==> config.mk <==
export PLATFORM = sky130hd
export DESIGN_NAME = rst_sequencer
export DESIGN_NICKNAME = d
export VERILOG_FILES = /design/src/rtl/rst_sequencer.sv
export SDC_FILE = /design/constraint.sdc
export NUM_CORES = 1
export LEC_CHECK = 0
export ABC_AREA = 1
export CAP_MARGIN = 10
export CORE_UTILIZATION = 25
export DETAILED_ROUTE_END_ITERATION = 8
export GPL_ROUTABILITY_DRIVEN = 0
export HOLD_SLACK_MARGIN = 0.08
export PLACE_DENSITY = 0.4
export REMOVE_ABC_BUFFERS = 1
export SLEW_MARGIN = 20
export SYNTH_ARGS = -nofsm -noshare
export SYNTH_HDL_FRONTEND = slang
export SYNTH_SLANG_ARGS = --single-unit
==> constraint.sdc <==
create_clock -name clk -period 2.15 [get_ports clk]
set_input_delay 0.645 -clock clk [delete_from_list [all_inputs] [get_ports clk]]
set_output_delay 0.645 -clock clk [all_outputs]
set_load 0.1 [all_outputs]
==> src/rtl/rst_sequencer.sv <==
// Reset sequencer: synchronises board reset release, then drops one reset output per
// STAGE_DLY cycles (stage 0 first). Supports a software reset pulse and a hold input.
module rst_sequencer #(
   parameter int NUM_STAGES = 3,
   parameter int SYNC_DEPTH = 2,
   parameter int STAGE_DLY  = 4,
   parameter int SW_PULSE   = 8
) (
   input  logic                  clk,
   input  logic                  reset,
   input  logic                  sw_rst_req_i,
   input  logic                  hold_i,
   output logic [NUM_STAGES-1:0] rst_o,
   output logic                  busy_o,
   output logic                  done_o,
   output logic [1:0]            state_o
);

   localparam int CNT_MAX = (STAGE_DLY > SW_PULSE) ? STAGE_DLY : SW_PULSE;
   localparam int CNT_W   = $clog2(CNT_MAX) + 1;
   localparam int IDX_W   = $clog2(NUM_STAGES) + 1;

   localparam logic [CNT_W-1:0] DLY_LAST = CNT_W'(STAGE_DLY - 1);
   localparam logic [CNT_W-1:0] SW_LAST  = CNT_W'(SW_PULSE - 1);
   localparam logic [IDX_W-1:0] IDX_LAST = IDX_W'(NUM_STAGES - 1);

   typedef enum logic [1:0] {
      ASSERT  = 2'd0,
      RELEASE = 2'd1,
      RUN     = 2'd2,
      SWRST   = 2'd3
   } state_t;

   state_t                  state_q;
   logic [CNT_W-1:0]        cnt_q;
   logic [IDX_W-1:0]        idx_q;
   logic [NUM_STAGES-1:0]   rst_q;
   logic                    done_q;
   logic [SYNC_DEPTH-1:0]   sync_q;
   logic                    rst_clean;

   // Board reset is only trusted once a 1 has walked through the whole chain.
   always_ff @(posedge clk or posedge reset) begin
      if (reset) begin
         sync_q <= '0;
      end else begin
         sync_q <= {sync_q[SYNC_DEPTH-2:0], 1'b1};
      end
   end

   assign rst_clean = sync_q[SYNC_DEPTH-1];

   always_ff @(posedge clk or posedge reset) begin
      if (reset) begin
         state_q <= ASSERT;
         cnt_q   <= '0;
         idx_q   <= '0;
         rst_q   <= '1;
         done_q  <= 1'b0;
      end else begin
         done_q <= 1'b0;
         case (state_q)
            ASSERT: begin
               rst_q <= '1;
               if (rst_clean && !hold_i) begin
                  state_q <= RELEASE;
                  cnt_q   <= '0;
                  idx_q   <= '0;
               end
            end
            RELEASE: begin
               if (sw_rst_req_i) begin
                  // A request on the final-release edge beats the done pulse.
                  rst_q   <= '1;
                  state_q <= SWRST;
                  cnt_q   <= '0;
               end else if (!hold_i) begin
                  if (cnt_q == DLY_LAST) begin
                     cnt_q <= '0;
                     idx_q <= idx_q + IDX_W'(1);
                     for (int k = 0; k < NUM_STAGES; k++) begin
                        if (idx_q == IDX_W'(k)) begin
                           rst_q[k] <= 1'b0;
                        end
                     end
                     if (idx_q == IDX_LAST) begin
                        state_q <= RUN;
                        done_q  <= 1'b1;
                     end
                  end else begin
                     cnt_q <= cnt_q + CNT_W'(1);
                  end
               end
            end
            RUN: begin
               rst_q <= '0;
               if (sw_rst_req_i) begin
                  rst_q   <= '1;
                  state_q <= SWRST;
                  cnt_q   <= '0;
               end
            end
            SWRST: begin
               rst_q <= '1;
               if (sw_rst_req_i) begin
                  cnt_q <= '0;
               end else if (cnt_q == SW_LAST) begin
                  state_q <= RELEASE;
                  cnt_q   <= '0;
                  idx_q   <= '0;
               end else begin
                  cnt_q <= cnt_q + CNT_W'(1);
               end
            end
            default: begin
               state_q <= ASSERT;
               rst_q   <= '1;
            end
         endcase
      end
   end

   assign rst_o   = rst_q;
   assign done_o  = done_q;
   assign state_o = state_q;
   assign busy_o  = (state_q != RUN);

endmodule

# Word-level counts from Yosys, hierarchy flattened
# Cells that the tools add are included.
[classes]
n_reduce_logical = 12
muxes = 37
n_addsub = 2
eq_ne = 20
[ops]
columns = ["op", "count"]
rows = [
  ["$mux W3", 10],
  ["$mux W4", 7],
  ["$pmux W3 S3", 2],
  ["$mux W2", 8],
  ["$ne A2 B2 Y1 const B", 8],
  ["$pmux W4 S4", 1],
  ["$ne A3 B3 Y1 const B", 5],
  ["$reduce_and A7 Y1", 2],
  ["$reduce_and A3 Y1", 4],
  ["$mux W1", 8],
  ["$pmux W2 S4", 1],
  ["$add A4 B1 Y4 const B", 1],
  ["$eq A2 B2 Y1 const B", 2],
  ["$eq A4 B2 Y1 const B", 1],
  ["$eq A4 B3 Y1 const B", 1],
  ["$add A3 B1 Y3 const B", 1],
  ["$eq A3 B1 Y1 const B", 1],
  ["$eq A3 B2 Y1 const B", 1],
  ["$logic_not A3 Y1", 1],
  ["$reduce_bool A3 Y1", 1],
  ["$eq A2 B1 Y1 const B", 1],
  ["$logic_not A2 Y1", 1],
  ["$reduce_or A2 Y1", 1],
  ["$logic_and A1 B1 Y1", 1],
  ["$logic_not A1 Y1", 1],
]
[totals]
ff_bits = 15
out_inout_bits = 7
in_bits = 4

# Logic depth before layout (Yosys ltp)
# Gate-level depths: netlist (run 1).
[depth]
ltp_word = 6
mapped_depth = 10
mapped_depth_nobuf = 10

# Worst setup path after synthesis (run 1)
# OpenSTA, ideal clock, no wires.
[synth_path]
path_type = "flip-flop to output port"
from = "register state_q[0] (netlist: state_o[0])"
to = "output busy_o"
stages_incl_launch_ff = 4
t_required_ns = 1.505
path_slack_ns = -0.454
arrival_time_ns = 1.959
n_path_buf = 0
cell_sequence = "dfrtp_1 > inv_1 > ha_1 > inv_1"
[synth_via]
elab_chain_len = 1
[synth_rtl]
columns = ["item", "line_no", "source"]
rows = [
  ["start, declared", "34", "state_t state_q;"],
  ["start signal, assigned", "55", "state_q <= ASSERT;"],
  ["start signal, assigned", "66", "state_q <= RELEASE;"],
  ["start signal, assigned", "75", "state_q <= SWRST;"],
  ["$ne A2 B2 Y1", "126", "assign busy_o = (state_q != RUN);"],
  ["end, declared", "14", "output logic busy_o,"],
]
# Every way passes these cells.

# Final worst setup path (run 1)
# Same ends and word-level chain as after synthesis.

==> results of run 1 <==
cells in the final DEF, fill, tap and decap left out:
master | netlist | final
clkbuf_8 | 0 | 3
buf_4 | 0 | 1
inv_2 | 3 | 3
nand2_2 | 4 | 4
nand2_4 | 1 | 1
xnor2_1 | 1 | 1
o211ai_1 | 1 | 1
clkinv_4 | 1 | 1
a21oi_1 | 1 | 1
nor2_1 | 12 | 12
o21bai_4 | 1 | 1
clkdlybuf4s50_1 | 0 | 3
o21ai_2 | 1 | 1
nand3b_1 | 1 | 1
nor2_2 | 2 | 2
nand2_1 | 43 | 43
dfstp_2 | 3 | 3
dfrtp_1 | 12 | 12
buf_12 | 0 | 6
o21ai_0 | 1 | 1
nand3_1 | 13 | 13
inv_1 | 13 | 13
nand4_1 | 2 | 2
clkbuf_1 | 0 | 1
conb_1 | 1 | 1
o21a_1 | 1 | 1
ha_1 | 9 | 9
power by group:
group / internal (uW) / switching [uW] / total [uW]
Clock: 131 / 100 / 231
Sequential: 385 / 96.3 / 482
Combinational: 455 / 845 / 1300
critical path, delay by kind of cell (launching register included):
kind | cells | cell delay [ps]
flip-flops | 1 | 470
buffers and inverters | 3 | 410
adder cells (fa/ha/maj) | 1 | 210
metal layers:
layer | up-vias | global-route usage
met5 | - | 0
met4 | 0 | 0.05833
met3 | 5 | 0.03036
met2 | 15 | 0.1875
met1 | 338 | 0.1495
li1 | 422 | -
cell type report:
cell class	count	area, um2	share of cell area
inverters	17	68.82	0.05601
multi-input cells	95	518.0	0.4216
well taps	48	60.06	0.04888
repair buffers	10	157.7	0.1283
flip-flops and latches	15	379.1	0.3086
clock buffers	4	45.04	0.03666
registers in the layout (all words and copies together), names as in the netlist:
register / cells
done_o: 1
state_o: 2
idx_q: 3
sync_q: 2
cnt_q: 4
rst_o: 3
stage by stage:
step | power (uW) | area [um2] | setup WS [ps] | hold WS [ps] | cells
after floorplan | 1397 | 965.9 | -454.0 | 331.2 | 127
after global placement | 1796 | 1184 | 184.6 | 337.8 | 185
after detailed placement | 1792 | 1184 | 144.9 | 343.3 | 185
after CTS | 2040 | 1229 | 144.6 | 357.8 | 189
after global routing | 2177 | 1229 | 22.30 | 359.5 | 189
final | 2013 | 1229 | 159.5 | 354.8 | 189
logic make-up (layout without fill, tap and decap cells):
kind of cell / after synthesis / after routing / synth area share
compound gates: 6 / 6 / 0.05440
xor+xnor: 1 / 1 / 0.009069
fa+ha+maj: 9 / 9 / 0.1166
buf+inv: 17 / 31 / 0.07125
flops: 15 / 15 / 0.3925
other cells: 1 / 1 / 0.003882
simple gates: 78 / 78 / 0.3523
worst min-delay path by stage:
stage                     cells after the start             endpoint                 from
final                                         0  sync_q[1]$_DFF_PP0_  sync_q[0]$_DFF_PP0_
after global routing                          0  sync_q[1]$_DFF_PP0_  sync_q[0]$_DFF_PP0_
after CTS                                     0  sync_q[1]$_DFF_PP0_  sync_q[0]$_DFF_PP0_
after detailed placement                      0  sync_q[1]$_DFF_PP0_  sync_q[0]$_DFF_PP0_
after global placement                        0  sync_q[1]$_DFF_PP0_  sync_q[0]$_DFF_PP0_
after floorplan                               0  sync_q[1]$_DFF_PP0_  sync_q[0]$_DFF_PP0_
==> flow_metrics.py, run 1 <==
metrics = {
    "run_status": {
        "status": "complete, no violations",
    },
    "synth": {
        "synth_flop_cell": "dfrtp_1",
        "syn_inst": 127,
        "yosys.area.top_type": "dfrtp_1",
        "synth_warnings": 0,
        "avgSynthCellArea_um2": 7.606,
        "synth-seq-cells": 15,
        "synthDistinctLibCells": 22,
        "ys_top_cells_by_count": "43 x nand2_1, 13 x inv_1, 13 x nand3_1, 12 x dfrtp_1, 12 x nor2_1",
        "synthTopCellsByArea": "dfrtp_1 31%, nand2_1 17%, ha_1 12%",
        "yosysMostFrequentCell": "nand2_1",
        "syn_area_um2": 965.9,
        "seq_area_frac_synth": 0.3925,
        "synth_top_area_frac": 0.3109,
        "synth_edf_count": 0,
        "synthArstFlopShare": 1.000,
    },
    "setup_path": {
        "worst-r2r-cell-count": 7,
        "crit_path_start": "state_o[0]$_DFFE_PP0P_",
        "crit_required_ps": 1500,
        "worstReg2RegEnd": "cnt_q[2]$_DFFE_PP0P_",
        "cp_slowest_cell": "dfrtp_1",
        "cp_cell_sequence": "inv_1 -> ha_1 -> inv_1 -> buf_12",
        "max_stage_delay_ps": 470,
        "critPathMaxFanout": 5,
        "arrival_ps": 1350,
        "criticalPathCategory": "flop to primary output",
        "startpoint_type": "flop",
        "worstSetupEndpoint": "busy_o",
        "critPathCaptureType": "primary output",
        "r2r_start": "state_o[1]$_DFFE_PP0P_",
        "critPathMostFrequentCell": "inv_1",
        "timing.reg2reg.setup_slack_ps": 530,
    },
    "drt": {
        "wl_per_cell_um": 10.76,
        "route.met2.wl_um": 899,
        "firstDrtPassIters": 4,
        "wl_met1_um": 1001,
        "routed_via_density": 4.127,
        "dr_wl_met3_um": 83,
        "highest_layer": "met4",
        "ant_nets": 0,
        "totalWireLength_um": 2033,
        "first_iter_violations": 28,
        "num_vias": 780,
        "drc_errors": 0,
    },
    "timing": {
        "min_period_over_period": 0.9258,
        "fin_crit_ps": 1990,
        "fmax_mhz": 502.4,
        "setup_violations": 0,
        "tns_ps": 0,
        "timing_hold_violations_final": 0,
        "drv_slew": 0,
        "rsz0062_at_grt": "false",
        "finalClockSkew_ps": 1.724,
        "slew_headroom": 0.6135,
        "worst_pin_slew_ps": 579.1,
    },
    "place": {
        "place_hpwl_um": 1618,
        "io_buffers": 10,
    },
    "cts": {
        "clock-sinks": 15,
        "cts_made_buffers": 3,
        "clk_latency_ps": 250,
        "post_cts_buffers": 0,
        "hold_buffers": 0,
        "cts_max_level": 1,
        "cts_resized": 0,
        "cts_tree": "yes",
        "cts.clk_slew.worst_paths_ps": 60,
        "clk_path_buf_depth": 2,
        "cts-root-buf": "clkbuf_8",
    },
    "flow_run": {
        "drv_cap": 0,
    },
    "die": {
        "die_w_um": 64.16,
        "start_util": 0.2619,
        "dieHeight_um": 64.16,
        "io_pins": 11,
        "row_count": 22,
        "design.core.area_mm2": 0.003689,
        "dieArea_mm2": 0.004117,
    },
    "global_routing": {
        "antenna_found_initial": 0,
        "track_usage": 0.1189,
        "grt_pass1_vias": 799,
        "grt_max_degree": 16,
        "grt_overflow": 0,
        "grt_pass1_wl_um": 3629,
    },
    "final_layout": {
        "nFillCells": 416,
        "nets": 155,
        "finish.utilization": 0.3331,
        "diodes": 0,
        "drive_above_1_share": 0.1844,
        "area_growth_pct": 27.20,
    },
    "pwr": {
        "p_per_area_mw_per_mm2": 1638,
        "vdd_drop_max_mv": 0.7474,
        "leakagePower_uw": 0.0006349,
    },
    "hold_path": {
        "hold_class": "flop to flop",
    },
}
(Power assumes the default switching activity.)
==> run 2: changes to the inputs <==
--- a/config.mk
+++ b/config.mk
@@ -5,7 +5,6 @@
 export SDC_FILE = /design/constraint.sdc
 export NUM_CORES = 1
 export LEC_CHECK = 0
-export ABC_AREA = 1
 export CAP_MARGIN = 10
 export CORE_UTILIZATION = 25
 export DETAILED_ROUTE_END_ITERATION = 8
@@ -17,3 +16,4 @@
 export SYNTH_ARGS = -nofsm -noshare
 export SYNTH_HDL_FRONTEND = slang
 export SYNTH_SLANG_ARGS = --single-unit
+export TNS_END_PERCENT = 10
==> flow_metrics.py, run 2 <==
metrics = {
    "pwr": {
        "power.share.clock": 0.127,
        "power_uw": 1820,
        "switchingPower_uw": 860.2,
        "vdd_drop_max_mv": 0.8530,
        "power_frac_comb": 0.640,
        "p_sw_frac": 0.4725,
        "p_per_area_mw_per_mm2": 1407,
        "p_seq_frac": 0.234,
        "p_int_uw": 960.2,
        "leakagePower_uw": 0.0005822,
    },
    "die": {
        "row_count": 22,
        "design.core.area_mm2": 0.003661,
        "dieHeight_um": 63.64,
        "start_util": 0.2594,
        "io_pins": 11,
        "dieArea_mm2": 0.004049,
        "die_w_um": 63.64,
    },
    "synth": {
        "ys_top_cells_by_count": "12 x dfrtp_1, 10 x nor2_1, 9 x ha_1, 9 x inv_1, 9 x nand2_1",
        "synth_warnings": 0,
        "synth_edf_count": 0,
        "synthArstFlopShare": 1.000,
        "yosys.area.top_type": "dfrtp_1",
        "synth-seq-cells": 15,
        "avgSynthCellArea_um2": 9.690,
        "syn_inst": 98,
        "seq_area_frac_synth": 0.3992,
        "synth_top_area_frac": 0.3162,
        "syn_area_um2": 949.7,
        "synth_flop_cell": "dfrtp_1",
        "synthTopCellsByArea": "dfrtp_1 32%, ha_1 12%, dfstp_2 8.3%",
        "synthDistinctLibCells": 34,
        "yosysMostFrequentCell": "dfrtp_1",
    },
    "drt": {
        "first_iter_violations": 26,
        "ant_nets": 0,
        "routed_via_density": 4.341,
        "wl_per_cell_um": 12.48,
        "num_vias": 738,
        "firstDrtPassIters": 4,
        "drc_errors": 0,
        "totalWireLength_um": 2122,
    },
    "run_status": {
        "status": "complete, no violations",
    },
    "setup_path": {
        "criticalPathCategory": "flop to primary output",
        "startpoint_type": "flop",
        "crit_required_ps": 1500,
        "worst-r2r-cell-count": 5,
        "arrival_ps": 1380,
        "r2r_start": "cnt_q[0]$_DFFE_PP0P_",
        "worstReg2RegEnd": "idx_q[0]$_DFFE_PP0P_",
        "critPathCaptureType": "primary output",
        "critPathMaxFanout": 4,
        "timing.reg2reg.setup_slack_ps": 300,
    },
    "hold_path": {
        "min_delay_worst_endpoint": "sync_q[1]$_DFF_PP0_",
        "hold_class": "flop to flop",
        "hold_depth": 0,
        "hold_path_startpoint": "sync_q[0]$_DFF_PP0_",
    },
    "cts": {
        "clk_latency_ps": 250,
        "cts_max_level": 1,
        "cts_tree": "yes",
        "cts.clk_slew.worst_paths_ps": 60,
        "clock-sinks": 15,
        "clk_path_buf_depth": 2,
        "cts-root-buf": "clkbuf_8",
        "cts_made_buffers": 3,
    },
    "timing": {
        "rsz0062_at_grt": "false",
        "timing_hold_violations_final": 0,
        "tns_ps": 0,
        "min_period_over_period": 0.9440,
        "fin_crit_ps": 2030,
        "worst_pin_slew_ps": 591.4,
        "drv_slew": 0,
        "fmax_mhz": 492.7,
        "setup_violations": 0,
        "slew_headroom": 0.6053,
        "finalClockSkew_ps": 1.767,
    },
    "global_routing": {
        "grt_overflow": 0,
        "grt_pass1_vias": 814,
        "antenna_found_initial": 0,
        "track_usage": 0.1178,
        "grt_max_degree": 16,
        "grt_pass1_wl_um": 3629,
    },
    "final_layout": {
        "layout_commonest_cell": "buf_4",
        "final_cell_mix": "13 x buf_4, 12 x dfrtp_1, 10 x nor2_1",
        "regMostFlops": "cnt_q",
        "diodes": 0,
        "area_growth_pct": 36.23,
        "nets": 136,
        "drive_above_1_share": 0.2541,
        "largest_reg_flops": 4,
    },
    "place": {
        "io_buffers": 10,
        "place_hpwl_um": 1607,
    },
    "flow_run": {
        "drv_cap": 0,
    },
}
## run 2: cell count changes after synthesis, moves of 3 or more
| cell | change |
|---|---|
| nand2_1 | -34 |
| nand3_1 | -10 |
| o21ai_0 | +6 |
| mux2i_1 | +5 |
| inv_1 | -4 |
| nand2_2 | -4 |
| a21oi_1 | +3 |
| inv_2 | -3 |
| nand2b_1 | +3 |
## run 2: cell families after synthesis
kind of cell | count (synthesis) | synth area share
AND/OR/NAND/NOR | 35 | 0.2069
other | 1 | 0.003949
buffers and inverters | 11 | 0.04478
adder cells (fa/ha/maj) | 9 | 0.1186
flip-flops | 15 | 0.3992
AO/OA/AOI/OAI | 21 | 0.1621
multiplexers | 6 | 0.06456
## run 2: repair_timing
item                       4_1_cts  5_1_grt
setup buffers                    0        0
hold buffers                     0        0
resized for setup                0        1
setup endpoints to repair        0        1
## run 2: worst max-delay path by stage
stage                                      start  cells past startpoint  slack (ps)                     end
after detailed placement                  hold_i                      7        -130    rst_o[0]$_DFFE_PP1P_
after global routing                      hold_i                      7          10    rst_o[1]$_DFFE_PP1P_
after CTS                 state_o[0]$_DFFE_PP0P_                      4         100                  busy_o
final                     state_o[0]$_DFFE_PP0P_                      4         120                  busy_o
after global placement                    hold_i                      6        -130  state_o[1]$_DFFE_PP0P_
after floorplan           state_o[0]$_DFFE_PP0P_                      3        -500                  busy_o
## run 2: metrics by stage
stage	std cells	setup WS, ps	util	hold slack (ps)	area (um2)
floorplan	96	-502.7	-	331.2	940.9
global placement	166	-128.6	0.3411	335.7	1249
detailed placement	166	-132.3	0.3411	344.3	1249
CTS	170	100.6	0.3534	358.7	1294
global route	170	11.03	0.3534	369.7	1294
finish	170	120.4	0.3534	351.9	1294
## run 2: critical path: stages, from the launching register on
cell     delay (ps)
dfrtp_1         440
inv_1           110
ha_1            260
inv_1           130
buf_12          180
## run 2: final cells by class
cell class / count / area [um2]
clock buffers: 4 / 45.04
flip-flops and latches: 15 / 379.1
multi-input cells: 72 / 528.0
repair buffers: 22 / 247.7
well taps: 48 / 60.06
fillers: 383 / 2367
inverters: 9 / 33.78
## run 2: routing by layer
metal	share of wire	vias up	track usage
met1	0.51	338	0.1482
met5	0	-	0
li1	-	385	-
met4	0.014	0	0.06818
met2	0.44	13	0.1875
met3	0.035	2	0.01993
## run 2: power groups by stage
stage | sequential (uW) | combinational (uW) | clock (uW)
after CTS | 428 | 1170 | 244
after global routing | 436 | 1250 | 249
after detailed placement | 432 | 1160 | 0
final | 426 | 1160 | 230
after floorplan | 677 | 490 | 0
after global placement | 430 | 1160 | 0
